`src/rtl/cnt_mon_pkg.sv`:
```
// Shared definitions for the count monitor: mode encodings, FSM states,
// step classes and the state-to-mode mapping.
// Purely declarative; no logic, no latency, no flow control.
package cnt_mon_pkg;

  // Mode encodings, identical to the counter's ctrl field
  localparam logic [2:0] MODE_UP   = 3'd0;
  localparam logic [2:0] MODE_DOWN = 3'd1;
  localparam logic [2:0] MODE_UPDN = 3'd2;
  localparam logic [2:0] MODE_LOAD = 3'd3;
  localparam logic [2:0] MODE_HOLD = 3'd4;

  typedef enum logic [2:0] {
    ST_EMPTY,
    ST_UP,
    ST_DOWN,
    ST_BOUNCE,
    ST_HOLD,
    ST_LOAD
  } state_t;

  // Relationship between two consecutive legal samples
  typedef enum logic [1:0] {
    STEP_HOLD,
    STEP_UP,
    STEP_DN,
    STEP_JUMP
  } step_t;

  // EMPTY has no mode of its own and reports as hold
  function automatic logic [2:0] mode_of(input state_t s);
    case (s)
      ST_UP:     return MODE_UP;
      ST_DOWN:   return MODE_DOWN;
      ST_BOUNCE: return MODE_UPDN;
      ST_LOAD:   return MODE_LOAD;
      default:   return MODE_HOLD;
    endcase
  endfunction

endpackage

```
`src/rtl/count_monitor_therm_decode.sv`:
```
// Thermometer-to-binary decoder with legality check against modulus N.
// Latency: combinational. No flow control.
// Ports: code (16-bit thermometer in), value (4-bit binary), legal (code is
// 2^k-1 with k<=15 and k<N).
module therm_decode #(
  parameter int N = 10
) (
  input  logic [15:0] code,
  output logic [3:0]  value,
  output logic        legal
);

  logic hit;

  // Exact match against every well-formed pattern; 0xFFFF (k=16) has no
  // 4-bit representation and never matches.
  always_comb begin
    value = 4'd0;
    hit   = 1'b0;
    for (int k = 0; k < 16; k++) begin
      if (code == 16'((32'd1 << k) - 32'd1)) begin
        value = 4'(k);
        hit   = 1'b1;
      end
    end
  end

  assign legal = hit && (int'(value) < N);

endmodule

```
`src/rtl/count_monitor.sv`:
```
// Decodes the mod-N counter's thermometer stream, flags bad codes and infers
// the counter's running mode from consecutive samples.
// Latency: 1 cycle, outputs reflect the sample accepted on the previous edge.
// Backpressure: none; a sample is consumed whenever valid_in is high.
// Ports: clk, rst (sync active-high), valid_in/t_count_in (sample in),
// count_out, code_err, err_count, mode_out, mode_valid, wrap_pulse, turn_pulse.
module count_monitor
  import cnt_mon_pkg::*;
#(
  parameter int N       = 10,
  parameter int CONFIRM = 2
) (
  input  logic        clk,
  input  logic        rst,
  input  logic        valid_in,
  input  logic [15:0] t_count_in,
  output logic [3:0]  count_out,
  output logic        code_err,
  output logic [7:0]  err_count,
  output logic [2:0]  mode_out,
  output logic        mode_valid,
  output logic        wrap_pulse,
  output logic        turn_pulse
);

  localparam logic [3:0] NM1      = 4'(N - 1);
  localparam logic [3:0] CONF_THR = 4'(CONFIRM);

  state_t     state_q, state_d;
  logic [3:0] prev_q, prev_d;
  logic [3:0] conf_q, conf_d;
  logic [7:0] ec_q, ec_d;
  logic       err_q, err_d;
  logic       wrap_q, wrap_d;
  logic       turn_q, turn_d;

  logic [3:0] dec_val;
  logic       dec_legal;
  step_t      step;
  logic       wrap_up, wrap_dn, is_wrap;

  therm_decode #(.N(N)) u_dec (
    .code  (t_count_in),
    .value (dec_val),
    .legal (dec_legal)
  );

  // Step classification. The +1 compares are done 5 bits wide so prev=15
  // (N=16) cannot alias onto 0; wraps are caught by explicit boundary tests.
  always_comb begin
    wrap_up = (prev_q == NM1) && (dec_val == 4'd0);
    wrap_dn = (prev_q == 4'd0) && (dec_val == NM1);
    step    = STEP_JUMP;
    if (dec_val == prev_q)
      step = STEP_HOLD;
    else if (({1'b0, dec_val} == {1'b0, prev_q} + 5'd1) || wrap_up)
      step = STEP_UP;
    else if (({1'b0, dec_val} + 5'd1 == {1'b0, prev_q}) || wrap_dn)
      step = STEP_DN;
    is_wrap = ((step == STEP_UP) && wrap_up) || ((step == STEP_DN) && wrap_dn);
  end

  always_comb begin
    state_d = state_q;
    prev_d  = prev_q;
    conf_d  = conf_q;
    ec_d    = ec_q;
    err_d   = 1'b0;
    wrap_d  = 1'b0;
    turn_d  = 1'b0;

    if (valid_in) begin
      if (!dec_legal) begin
        // Bad codes touch nothing but the error outputs
        err_d = 1'b1;
        if (ec_q != 8'hFF)
          ec_d = ec_q + 8'd1;
      end else if (state_q == ST_EMPTY) begin
        // First sample only seeds the history
        prev_d  = dec_val;
        state_d = ST_HOLD;
        conf_d  = 4'd0;
      end else begin
        prev_d = dec_val;
        wrap_d = is_wrap;
        case (step)
          STEP_HOLD: state_d = ST_HOLD;
          STEP_UP: begin
            if ((state_q == ST_DOWN || state_q == ST_BOUNCE) &&
                prev_q == 4'd0 && !is_wrap) begin
              state_d = ST_BOUNCE;
              turn_d  = 1'b1;
            end else if (state_q == ST_BOUNCE && !is_wrap) begin
              state_d = ST_BOUNCE;
            end else begin
              state_d = ST_UP;
            end
          end
          STEP_DN: begin
            if ((state_q == ST_UP || state_q == ST_BOUNCE) &&
                prev_q == NM1 && !is_wrap) begin
              state_d = ST_BOUNCE;
              turn_d  = 1'b1;
            end else if (state_q == ST_BOUNCE && !is_wrap) begin
              state_d = ST_BOUNCE;
            end else begin
              state_d = ST_DOWN;
            end
          end
          default: state_d = ST_LOAD;
        endcase

        if (state_d == state_q)
          conf_d = (conf_q == 4'd15) ? conf_q : conf_q + 4'd1;
        else
          conf_d = 4'd1;
      end
    end
  end

  always_ff @(posedge clk) begin
    if (rst) begin
      state_q <= ST_EMPTY;
      prev_q  <= 4'd0;
      conf_q  <= 4'd0;
      ec_q    <= 8'd0;
      err_q   <= 1'b0;
      wrap_q  <= 1'b0;
      turn_q  <= 1'b0;
    end else begin
      state_q <= state_d;
      prev_q  <= prev_d;
      conf_q  <= conf_d;
      ec_q    <= ec_d;
      err_q   <= err_d;
      wrap_q  <= wrap_d;
      turn_q  <= turn_d;
    end
  end

  // The last legal sample is both the step history and the reported value
  assign count_out  = prev_q;
  assign code_err   = err_q;
  assign err_count  = ec_q;
  assign mode_out   = mode_of(state_q);
  assign mode_valid = (conf_q >= CONF_THR);
  assign wrap_pulse = wrap_q;
  assign turn_pulse = turn_q;

endmodule

```
`config.mk`:
```
export PLATFORM = sky130hd
export DESIGN_NAME = count_monitor
export DESIGN_NICKNAME = d
export VERILOG_FILES = /design/src/rtl/cnt_mon_pkg.sv /design/src/rtl/count_monitor_therm_decode.sv /design/src/rtl/count_monitor.sv
export SDC_FILE = /design/constraint.sdc
export NUM_CORES = 1
export LEC_CHECK = 0
export BUFFER_PORTS_ARGS = -buffer_cell sky130_fd_sc_hd__buf_2
export CAP_MARGIN = 20
export CORE_AREA = 2 2 66 68
export DETAILED_ROUTE_END_ITERATION = 8
export DIE_AREA = 0 0 68 70
export GPL_ROUTABILITY_DRIVEN = 0
export GPL_TIMING_DRIVEN = 0
export PLACE_DENSITY_LB_ADDON = 0.12
export SLEW_MARGIN = 20
export SYNTH_ARGS = -nofsm -noshare
export SYNTH_HDL_FRONTEND = slang
export SYNTH_SLANG_ARGS = --single-unit
```
`constraint.sdc`:
```
create_clock -name clk -period 5.5 [get_ports clk]
set_input_delay 0.825 -clock clk [delete_from_list [all_inputs] [get_ports clk]]
set_output_delay 0.825 -clock clk [all_outputs]
set_load 0.01 [all_outputs]
```
==> out/qor.csv, run 1 <==
metric,value,unit
Post-CTS Setup Inserts,0,
Final min period,5.12,ns
GR Layer Usage met1,34.2,%
Slew HR,52.6,%
CTS tree,built,
Critical Path Sink Type,flop,
final worst slack,0.378,ns
P_int,275,uW
Hold Fails Final Rpt,0,
initial antenna violation count,0,
status,"complete, no violations",
Clock transition at path regs,0.08,ns
Reg2Reg Depth,17,
pwr dens,148,nW/um^2
gr busiest metal,met2,
final slew viol count,0,
Syn Nets,325,
vias in the first global route,1977,
site row count,24,
1st-pass router iterations,4,
root buffer cell,clkbuf_8,
Fin Setup TNS,0,ns
global-route wire length before repair,8.94,mm
Final Skew,0.00211,ns
clock sink count,22,
via/cell ratio,5.90,
WP data required,5.70,ns
Seq pwr share,45.2,%
Place WS,-0.00295,ns
initial DRC count,107,
max_cap viols,0,
vias,2254,
Clock Tree Buf Depth,2,
"EDFF count, synth",0,
Peak supply drop,150,uV
Die X,68,microns
post-DR wirelength/cell,13.9,microns
residual DRC count,0,
area delta synth->final,14.9,%
CP max FO,6,
H-tree depth,1,
fin crit share,93.1,%
later-pin clock latency in the skew report,0.27,ns
f_max,195,MHz
main area contributors after synthesis,"dfxtp_1, ha_1, nand2_1, nor2_1, xnor2_1",
Post-synth top cells,"nand2_1, nor2_1, dfxtp_1",
Final HPWL DP,4.11,mm
overall die area,4760,sq um
sequential area share after synthesis,20.7,%
WHS,0.514,ns
"FF+latch count, synth",22,
core area,4140,sq um
Syn Std Cell Area,2130,sq um
Port Buf Inserts,32,
min-delay worst type,reg2reg,
top cell type by total area after synthesis,dfxtp_1,
final net count,362,
met3 Usage GRT,3.86,%
Initial Util,51.3,%
number of I/O pins,38,
fillers,432,
number of synthesis warnings,0,
Sw Share,23.9,%
post-synth top area share,20.7,%
layout cells sized above 1,16.4,%
Post-Synthesis Cells,294,
Die Y,70,microns
Net Switching,86.0,uW
total CTS buffers,3,
WHS Path Cells,2,
final core utilization,58.9,%
Main synth FF type,dfxtp_1,
GRT overflow,0,
fraction of registers with async set/reset,0,%
met2 usage,36.6,%
crit path kind,in2reg,
Syn Area/Cell,7.23,sq um
library cells used by synthesis,58,
diodes inserted,0,
worst-margin pin slew,0.707,ns
Final Setup Violations,0,
Leak,0.000979,uW
Clock Power Share,42.5,%
largest net degree at the start of global routing,14,
total global-route track usage,23.7,%
Setup crit start kind,input port,
Worst EP arrival,5.32,ns
Comb pwr share,12.3,%
Routed WL,5.31,mm
"antenna viol nets, final",0,
-- stage by stage --
step	cells	instance area (sq um)	power, uW
after global placement	378	2350	209
after CTS	382	2420	362
after detailed placement	378	2350	210
after floorplan	294	2130	193
after global routing	382	2440	375
final	382	2440	361
-- placed cells by master, fill, tap and decap left out, types with 9 or more instances in the layout --
| cell type | instances |
|---|---|
| ha_1 | 12 |
| xnor2_1 | 9 |
| o21ai_0 | 11 |
| and2_1 | 9 |
| nor3_1 | 14 |
| nand3_1 | 9 |
| inv_1 | 10 |
| dfxtp_1 | 22 |
| a21oi_1 | 13 |
| nor2_1 | 35 |
| clkbuf_1 | 9 |
| nand4_1 | 11 |
| buf_2 | 37 |
| nand2_1 | 36 |
-- layer usage --
| metal | part of all wire [%] | wire length, microns | vias to the layer above |
|---|---|---|---|
| met5 | 0 | 0 | - |
| met4 | 1.7 | 88 | 0 |
| met3 | 4.2 | 222 | 10 |
| met2 | 46 | 2450 | 55 |
| met1 | 48 | 2550 | 1045 |
| li1 | - | - | 1144 |
-- final cells by class --
| cell class | count | area, sq um | share of cell area (%) |
|---|---|---|---|
| inverters | 10 | 37.5 | 1.54 |
| plain buffers | 14 | 58.8 | 2.41 |
| repair buffers | 32 | 160 | 6.56 |
| well taps | 52 | 65.1 | 2.66 |
| multi-input cells | 248 | 1610 | 65.9 |
| clock buffers | 3 | 41.3 | 1.69 |
| flip-flops and latches | 22 | 440 | 18.0 |
| clock inverters | 1 | 30.0 | 1.23 |
-- sequential cells by signal (all words and copies together) (netlist names) --
name	flops
err_count	8
conf_q	4
count_out	4
state_q	3
code_err	1
turn_pulse	1
wrap_pulse	1
-- logic make-up (layout without fill, tap and decap cells) --
kind of cell	after synthesis	count (layout)	synth area share, %
and+or+nand+nor	156	156	38.2
AOI/OAI and AO/OA	61	61	20.8
buffers and inverters	24	60	4.53
adders and majority gates	12	12	7.06
DFF	22	22	20.7
muxes	2	2	0.942
xor gates and xnor gates	17	17	7.71
-- path summary, 6_finish.rpt --
path | end | start | slack (ns)
max | conf_q[0] | t_count_in[11] | 0.38
min | err_count[7] | err_count[7] | 0.51
min reg2reg | err_count[7] | err_count[7] | 0.51
max reg2reg | conf_q[0] | count_out[3] | 1.76
-- timing repair --
| item | 4_1_cts | 5_1_grt |
|---|---|---|
| gates resized for setup | 0 | 4 |
| setup endpoints to repair | 0 | 4 |
| hold buffers | 0 | 0 |
-- critical path: stages --
cell and delay, ns:
buf_2 0.13, nor3_4 0.26, nand2_1 0.10, or4_1 0.54, o211a_1 0.30, inv_1 0.07
ha_1 0.20, nor3_1 0.08, o31a_1 0.27, o31ai_2 0.26, nand2_1 0.15, o21ai_2 0.18
nand2_1 0.06, and2_1 0.19, ha_1 0.24, nor2_1 0.13, o41ai_2 0.10, a21oi_1 0.22
nor2b_1 0.08, and3_1 0.18, a211o_2 0.35, a211o_1 0.28, a21oi_2 0.11
-- power by group through the flow --
| stage | combinational (uW) | sequential (uW) | clock, uW |
|---|---|---|---|
| after detailed placement | 43.4 | 167 | 0 |
| final | 44.4 | 163 | 153 |
| after global routing | 49.3 | 163 | 162 |
| after global placement | 42.6 | 167 | 0 |
| after floorplan | 25.2 | 168 | 0 |
| after CTS | 43.5 | 163 | 155 |
Note: power is estimated with default switching activity, not from simulation.
==> run 2: changes to the inputs <==
- ABC_AREA: default -> 1
- CORE_AREA: 2 2 66 68 -> 2 2 69 71
- DIE_AREA: 0 0 68 70 -> 0 0 71 73
==> run 2 against run 1 <==
- via count is 8.7% higher
- core utilization shrank 1.9 points
- synthesized cell count rose by 28%
- first-iteration DRC count up 44%
- worst setup slack improved by 0.58 ns
- fmax grew 13%
- largest power group unchanged
==> out/qor.csv, run 2 <==
metric,value,unit,change
largest net degree at the start of global routing,13,,was 14
area delta synth->final,13.3,%,was 14.9%
Clock Power Share,37.3,%,was 42.5%
Syn Area/Cell,6.09,sq um,was 7.23 sq um
adder and majority gate portion of the synthesized area,6.58,%,was 7.06%
Fin Setup TNS,0,ns,unchanged
sequential area share after synthesis,19.3,%,was 20.7%
final slew viol count,0,,unchanged
Post-CTS Resized,0,,unchanged
Final Skew,0.00697,ns,was 0.00211 ns
Worst Hold Path EP,err_count[7],,unchanged
layout cells sized above 1,21.2,%,was 16.4%
top cell type by total area after synthesis,dfxtp_1,,unchanged
root buffer cell,clkbuf_8,,unchanged
post-synthesis mux area share,0,%,was 0.942%
P_int,238,uW,was 275 uW
slowest cell on the critical path,nor3_1,,was or4_1
site row count,25,,was 24
"EDFF count, synth",0,,unchanged
max reg flops,8,,unchanged
vias in the first global route,2199,,"was 1,977"
Net Switching,82.0,uW,was 86.0 uW
main combinational cell family by area after synthesis,simple AND/OR/NAND/NOR gates,,unchanged
diodes inserted,0,,unchanged
fin area,2590,sq um,was 2440 sq um
Clock Tree Buf Depth,2,,unchanged
later-pin clock latency in the skew report,0.27,ns,about the same
final net count,447,,was 362
Reg2Reg Depth,23,,was 17
total CTS buffers,3,,unchanged
CP max FO,10,,was 6
Final Setup Violations,0,,unchanged
WP data required,5.70,ns,about the same
f_max,220,MHz,was 195 MHz
number of synthesis warnings,0,,unchanged
most frequent cells in the layout,"nand2_1, inv_1, nor2_1, nand3_1, buf_2",,"was buf_2, nand2_1, nor2_1"
Hold Path Origin,err_count[7],,unchanged
Leak,0.00135,uW,was 0.000979 uW
Critical Path Sink Type,flop,,unchanged
Comb pwr share,12.0,%,was 12.3%
Port Buf Inserts,36,,was 32
Syn Std Cell Area,2280,sq um,was 2130 sq um
clock sink count,22,,unchanged
CTS tree,built,,unchanged
biggest cell delay along the critical path,0.61,ns,was 0.54 ns
Final min period,4.54,ns,was 5.12 ns
number of I/O pins,38,,unchanged
post-DR wirelength/cell,11.4,microns,was 13.9 microns
Total Power,320,uW,was 361 uW
Post-Synthesis Cells,375,,was 294
H-tree depth,1,,unchanged
Initial Util,50.3,%,was 51.3%
compound-gate portion of the synthesized area,9.48,%,was 20.8%
main area contributors after synthesis,"dfxtp_1, nand2_1, nand3_1, inv_1, nor2_1",,"was dfxtp_1, ha_1, nand2_1, nor2_1, xnor2_1"
overall die area,5180,sq um,was 4760 sq um
"antenna viol nets, final",0,,unchanged
WHS Path Cells,1,,was 2
worst-margin pin slew,0.698,ns,was 0.707 ns
fillers,474,,was 432
status,"complete, no violations",,unchanged
reg-to-reg endpoint,conf_q[0],,unchanged
GRT overflow,0,,unchanged
Post-synth top cells,"nand2_1, inv_1, nand3_1, nor2_1, dfxtp_1",,"was nand2_1, nor2_1, dfxtp_1"
Post-CTS Setup Inserts,0,,unchanged
"most common cell after layout, fill and taps aside",nand2_1,,was buf_2
initial DRC count,154,,was 107
Peak supply drop,138,uV,was 150 uV
Place WS,0.727,ns,was -0.00295 ns
Main synth FF type,dfxtp_1,,unchanged
Slew HR,53.1,%,was 52.6%
min-delay worst type,reg2reg,,unchanged
"FF+latch count, synth",22,,unchanged
pwr dens,124,nW/um^2,was 148 nW/um^2
simple-gate share of the synthesized area,51.5,%,was 38.2%
Top delay family on crit path,simple AND/OR/NAND/NOR gates,,was compound AO/OA/AOI/OAI gates
post-synth top area share,19.3,%,was 20.7%
post-synthesis xor/xnor area fraction,1.92,%,was 7.71%
1st-pass router iterations,4,,unchanged
core area,4540,sq um,was 4140 sq um
crit path kind,in2reg,,unchanged
fraction of registers with async set/reset,0,%,unchanged
residual DRC count,0,,unchanged
library cells used by synthesis,33,,was 58
Critical R2R Launch,count_out[0],,was count_out[3]
max_cap viols,0,,unchanged
Hold Fails Final Rpt,0,,unchanged
Routed WL,5.37,mm,was 5.31 mm
"Hold-fix buffers, CTS",0,,unchanged
Final HPWL DP,4.37,mm,was 4.11 mm
global-route wire length before repair,9.45,mm,was 8.94 mm
crit path buf inv count,2,,unchanged
total global-route track usage,22.1,%,was 23.7%
Seq pwr share,50.7,%,was 45.2%
Setup crit start kind,input port,,unchanged
Die Y,73,microns,was 70 microns
fin crit share,82.6,%,was 93.1%
initial antenna violation count,0,,unchanged
dpl cell area,2530,sq um,was 2350 sq um
final worst slack,0.959,ns,was 0.378 ns
RSZ-0062 raised after global routing,false,,
R2R setup slack,2.15,ns,was 1.76 ns
Die X,71,microns,was 68 microns
Syn Nets,406,,was 325
"Top cell by count, worst path",nand2_1,,unchanged
via/cell ratio,5.22,,was 5.90
Clock transition at path regs,0.09,ns,was 0.08 ns
top-count cell post-synth,nand2_1,,
Worst EP arrival,4.74,ns,was 5.32 ns
WP depth,28,,was 23
Sw Share,25.6,%,was 23.9%
vias,2450,,"was 2,254"
-- run 2: cell count changes after synthesis, moves of 6 or more --
cell | before | now
nor2b_1 | 7 | 0
clkbuf_1 | 9 | 2
a21oi_1 | 13 | 19
inv_1 | 10 | 54
nand4_1 | 11 | 17
nand2_2 | 0 | 15
and2_1 | 9 | 1
nor2_2 | 0 | 10
nand3_1 | 9 | 44
nand3_2 | 0 | 6
xnor2_1 | 9 | 0
nand2_1 | 36 | 70
nor2_1 | 36 | 44
-- run 2: logic make-up (layout without fill, tap and decap cells) --
logic type | Yosys count | count (layout)
AND/OR/NAND/NOR | 234 | 234
AO/OA/AOI/OAI | 38 | 38
adder cells (fa/ha/maj) | 12 | 12
XOR/XNOR | 5 | 5
flip-flops | 22 | 22
buffers and inverters | 64 | 104
-- run 2: area by class of cell --
class	instances	area (sq um)	area share (%)
Buffer	4	30.0	1.16
Clock buffer	4	55.1	2.13
Inverter	60	228	8.81
Multi-Input combinational cell	289	1590	61.3
Sequential cell	22	440	17.0
Tap cell	54	67.6	2.61
Timing Repair Buffer	36	180	6.97
-- run 2: stage by stage --
stage / hold slack [ns] / utilization [%] / std cells
2_1_floorplan: 0.468 / - / 375
4_1_cts: 0.490 / 57.0 / 469
3_5_place_dp: 0.472 / 55.8 / 465
3_3_place_gp: 0.464 / 55.8 / 465
5_1_grt: 0.512 / 57.0 / 469
6_report: 0.486 / 57.0 / 469
-- run 2: per-layer routing --
layer | global-route usage, % | vias up | share of wire [%]
li1 | - | 1313 | -
met1 | 31.4 | 1080 | 52
met2 | 34.3 | 49 | 43
met3 | 2.49 | 8 | 3.9
met4 | 8.81 | 0 | 1.9
met5 | 0 | - | 0
-- run 2: power groups by stage --
| stage | registers (uW) | clock network [uW] | logic (uW) |
|---|---|---|---|
| 2_1_floorplan | 167 | 0 | 20.9 |
| 3_3_place_gp | 166 | 0 | 37.4 |
| 3_5_place_dp | 166 | 0 | 38.4 |
| 4_1_cts | 162 | 123 | 38.5 |
| 5_1_grt | 163 | 129 | 44.0 |
| 6_report | 162 | 119 | 38.4 |
-- run 2: worst max path at each step --
stage	start	to	slack [ns]
after floorplan	t_count_in[15]	conf_q[2]	1.48
after global placement	t_count_in[1]	conf_q[2]	0.80
after detailed placement	t_count_in[1]	conf_q[2]	0.73
after CTS	t_count_in[1]	conf_q[2]	1.0
after global routing	t_count_in[1]	conf_q[2]	0.48
final	t_count_in[1]	conf_q[0]	0.96
==> run 3: changes to the inputs <==
- clock period: 5.5 -> 4.75 ns (I/O delays scaled with it)
==> run 3 against run 2 <==
- critical endpoint unchanged
- first-iteration DRC count is 21% higher
- highest routed layer unchanged
- final cell count stayed put
- largest power group unchanged
- sequential share of layout area fell by 0.24 points
==> out/qor.csv, run 3 (synthesis gave the netlist of run 2 again) <==
metric,value,unit,change
Hold Path Origin,err_count[7],,unchanged
Leak,0.00136,uW,was 0.00135 uW
root buffer cell,clkbuf_8,,unchanged
most frequent cells in the layout,"nand2_1, inv_1, nor2_1",,"was nand2_1, inv_1, nor2_1, nand3_1, buf_2"
Peak supply drop,160,uV,was 138 uV
vias in the first global route,2199,,unchanged
dpl cell area,2530,sq um,unchanged
Critical Path Start,t_count_in[15],,was t_count_in[1]
Critical R2R Launch,count_out[0],,unchanged
CTS tree,built,,unchanged
Clock Tree Buf Depth,2,,unchanged
Slew HR,65.5,%,was 53.1%
Worst Hold Path EP,err_count[7],,unchanged
initial antenna violation count,0,,unchanged
Final Setup Violations,0,,unchanged
Die Y,73,microns,unchanged
Clock transition at path regs,0.09,ns,about the same
overall die area,5180,sq um,unchanged
Worst EP arrival,4.52,ns,was 4.74 ns
CP max FO,10,,unchanged
Final HPWL DP,4.37,mm,unchanged
biggest cell delay along the critical path,0.31,ns,was 0.61 ns
Final min period,4.32,ns,
residual DRC count,0,,unchanged
Fin Setup TNS,0,ns,unchanged
R2R setup slack,1.43,ns,was 2.15 ns
site row count,25,,unchanged
max_cap viols,0,,unchanged
final net count,447,,unchanged
fin area,2620,sq um,was 2590 sq um
initial DRC count,186,,was 154
1st-pass router iterations,4,,unchanged
Final Skew,0.00723,ns,was 0.00697 ns
H-tree depth,1,,unchanged
max reg flops,8,,unchanged
largest net degree at the start of global routing,13,,unchanged
global-route wire length before repair,9.45,mm,unchanged
crit path buf inv count,5,,was 2
Routed WL,5.43,mm,was 5.37 mm
pwr dens,142,nW/um^2,was 124 nW/um^2
slowest cell on the critical path,ha_4,,was nor3_1
"most common cell after layout, fill and taps aside",nand2_1,,unchanged
diodes inserted,0,,unchanged
later-pin clock latency in the skew report,0.27,ns,about the same
total global-route track usage,22.1,%,unchanged
GRT overflow,0,,unchanged
final slew viol count,0,,unchanged
core area,4540,sq um,unchanged
Hold Fails Final Rpt,0,,unchanged
total CTS buffers,3,,unchanged
status,"complete, no violations",,unchanged
number of I/O pins,38,,unchanged
Initial Util,50.3,%,unchanged
Die X,71,microns,unchanged
clock sink count,22,,unchanged
area delta synth->final,14.8,%,was 13.3%
worst-margin pin slew,0.515,ns,was 0.698 ns
"antenna viol nets, final",0,,unchanged
min-delay worst type,reg2reg,,unchanged
Reg2Reg Depth,23,,unchanged
crit path kind,in2reg,,unchanged
vias,2456,,"was 2,450"
WHS,0.486,ns,about the same
WHS Path Cells,1,,unchanged
"Top cell by count, worst path",nand2_1,,unchanged
Port Buf Inserts,36,,unchanged
post-DR wirelength/cell,11.6,microns,was 11.4 microns
fin crit share,90.9,%,
layout cells sized above 1,21.9,%,was 21.2%
RSZ-0062 raised after global routing,false,,unchanged
reg-to-reg endpoint,conf_q[0],,unchanged
Setup crit start kind,input port,,unchanged
Top delay family on crit path,simple AND/OR/NAND/NOR gates,,unchanged
WP data required,4.95,ns,was 5.70 ns
via/cell ratio,5.24,,was 5.22
f_max,232,MHz,
Critical Path Sink Type,flop,,unchanged
run 3: cell counts in the layout (fill, tap and decap cells not counted):
Identical to the previous run, type by type.
run 3: power breakdown:
group | switching (uW) | internal, uW | total (uW)
Sequential | 1.55 | 186 | 188
Combinational | 29.7 | 15.3 | 45.0
Clock | 64.2 | 74.0 | 138
Total | 95.4 | 276 | 371
run 3: what timing repair did:
item                                   4_1_cts  5_1_grt
setup endpoints to repair                    0        4
setup buffers                                0        0
hold buffers                                 0        0
endpoints found under the hold margin        0        0
resized for setup                            0        5
run 3: worst max path at each step:
stage / slack [ns] / cells past startpoint / endpoint
final: 0.43 / 33 / conf_q[0]
after global routing: 0.005 / 33 / conf_q[2]
after CTS: 0.36 / 29 / conf_q[2]
after detailed placement: 0.09 / 29 / conf_q[2]
after global placement: 0.16 / 29 / conf_q[2]
after floorplan: 0.85 / 32 / conf_q[2]
run 3: cell type report:
cell class	instances	area, sq um
tap	54	67.6
sequential	22	440
clock buffer	4	55.1
fill	469	1910
inverter	60	228
timing repair buffer	36	180
buffer	4	30.0
multi-input combinational	289	1620
run 3: stage by stage:
step | setup WS [ns] | cells | utilization [%] | total power (uW)
floorplan | 0.847 | 375 | - | 217
global placement | 0.162 | 465 | 55.8 | 236
detailed placement | 0.0897 | 465 | 55.8 | 237
CTS | 0.360 | 469 | 57.0 | 376
global route | 0.00540 | 469 | 57.8 | 389
finish | 0.431 | 469 | 57.8 | 371
run 3: layer usage:
| metal | GRT usage [%] | vias to the layer above | share of wire, % |
|---|---|---|---|
| met5 | 0 | - | 0 |
| met4 | 8.81 | 0 | 1.9 |
| met3 | 2.49 | 8 | 4.2 |
| met2 | 34.3 | 53 | 43 |
| met1 | 31.4 | 1083 | 51 |
| li1 | - | 1312 | - |
run 3: worst reg2reg max path: stages (launching register included):
cell	delay, ns
dfxtp_1	0.47
inv_1	0.14
ha_1	0.32
xor2_1	0.17
nor2_2	0.11
nand3_2	0.09
nand2_1	0.07
inv_1	0.04
nand2_2	0.09
nand2_1	0.08
inv_1	0.08
ha_1	0.24
nand4_2	0.16
nand4_1	0.12
nand3_1	0.12
nand2_1	0.08
nand2_1	0.05
nor2_2	0.15
nand2_2	0.07
nor2_2	0.13
nand3_2	0.15
nand2_2	0.11
nand2_1	0.05
a21oi_1	0.11
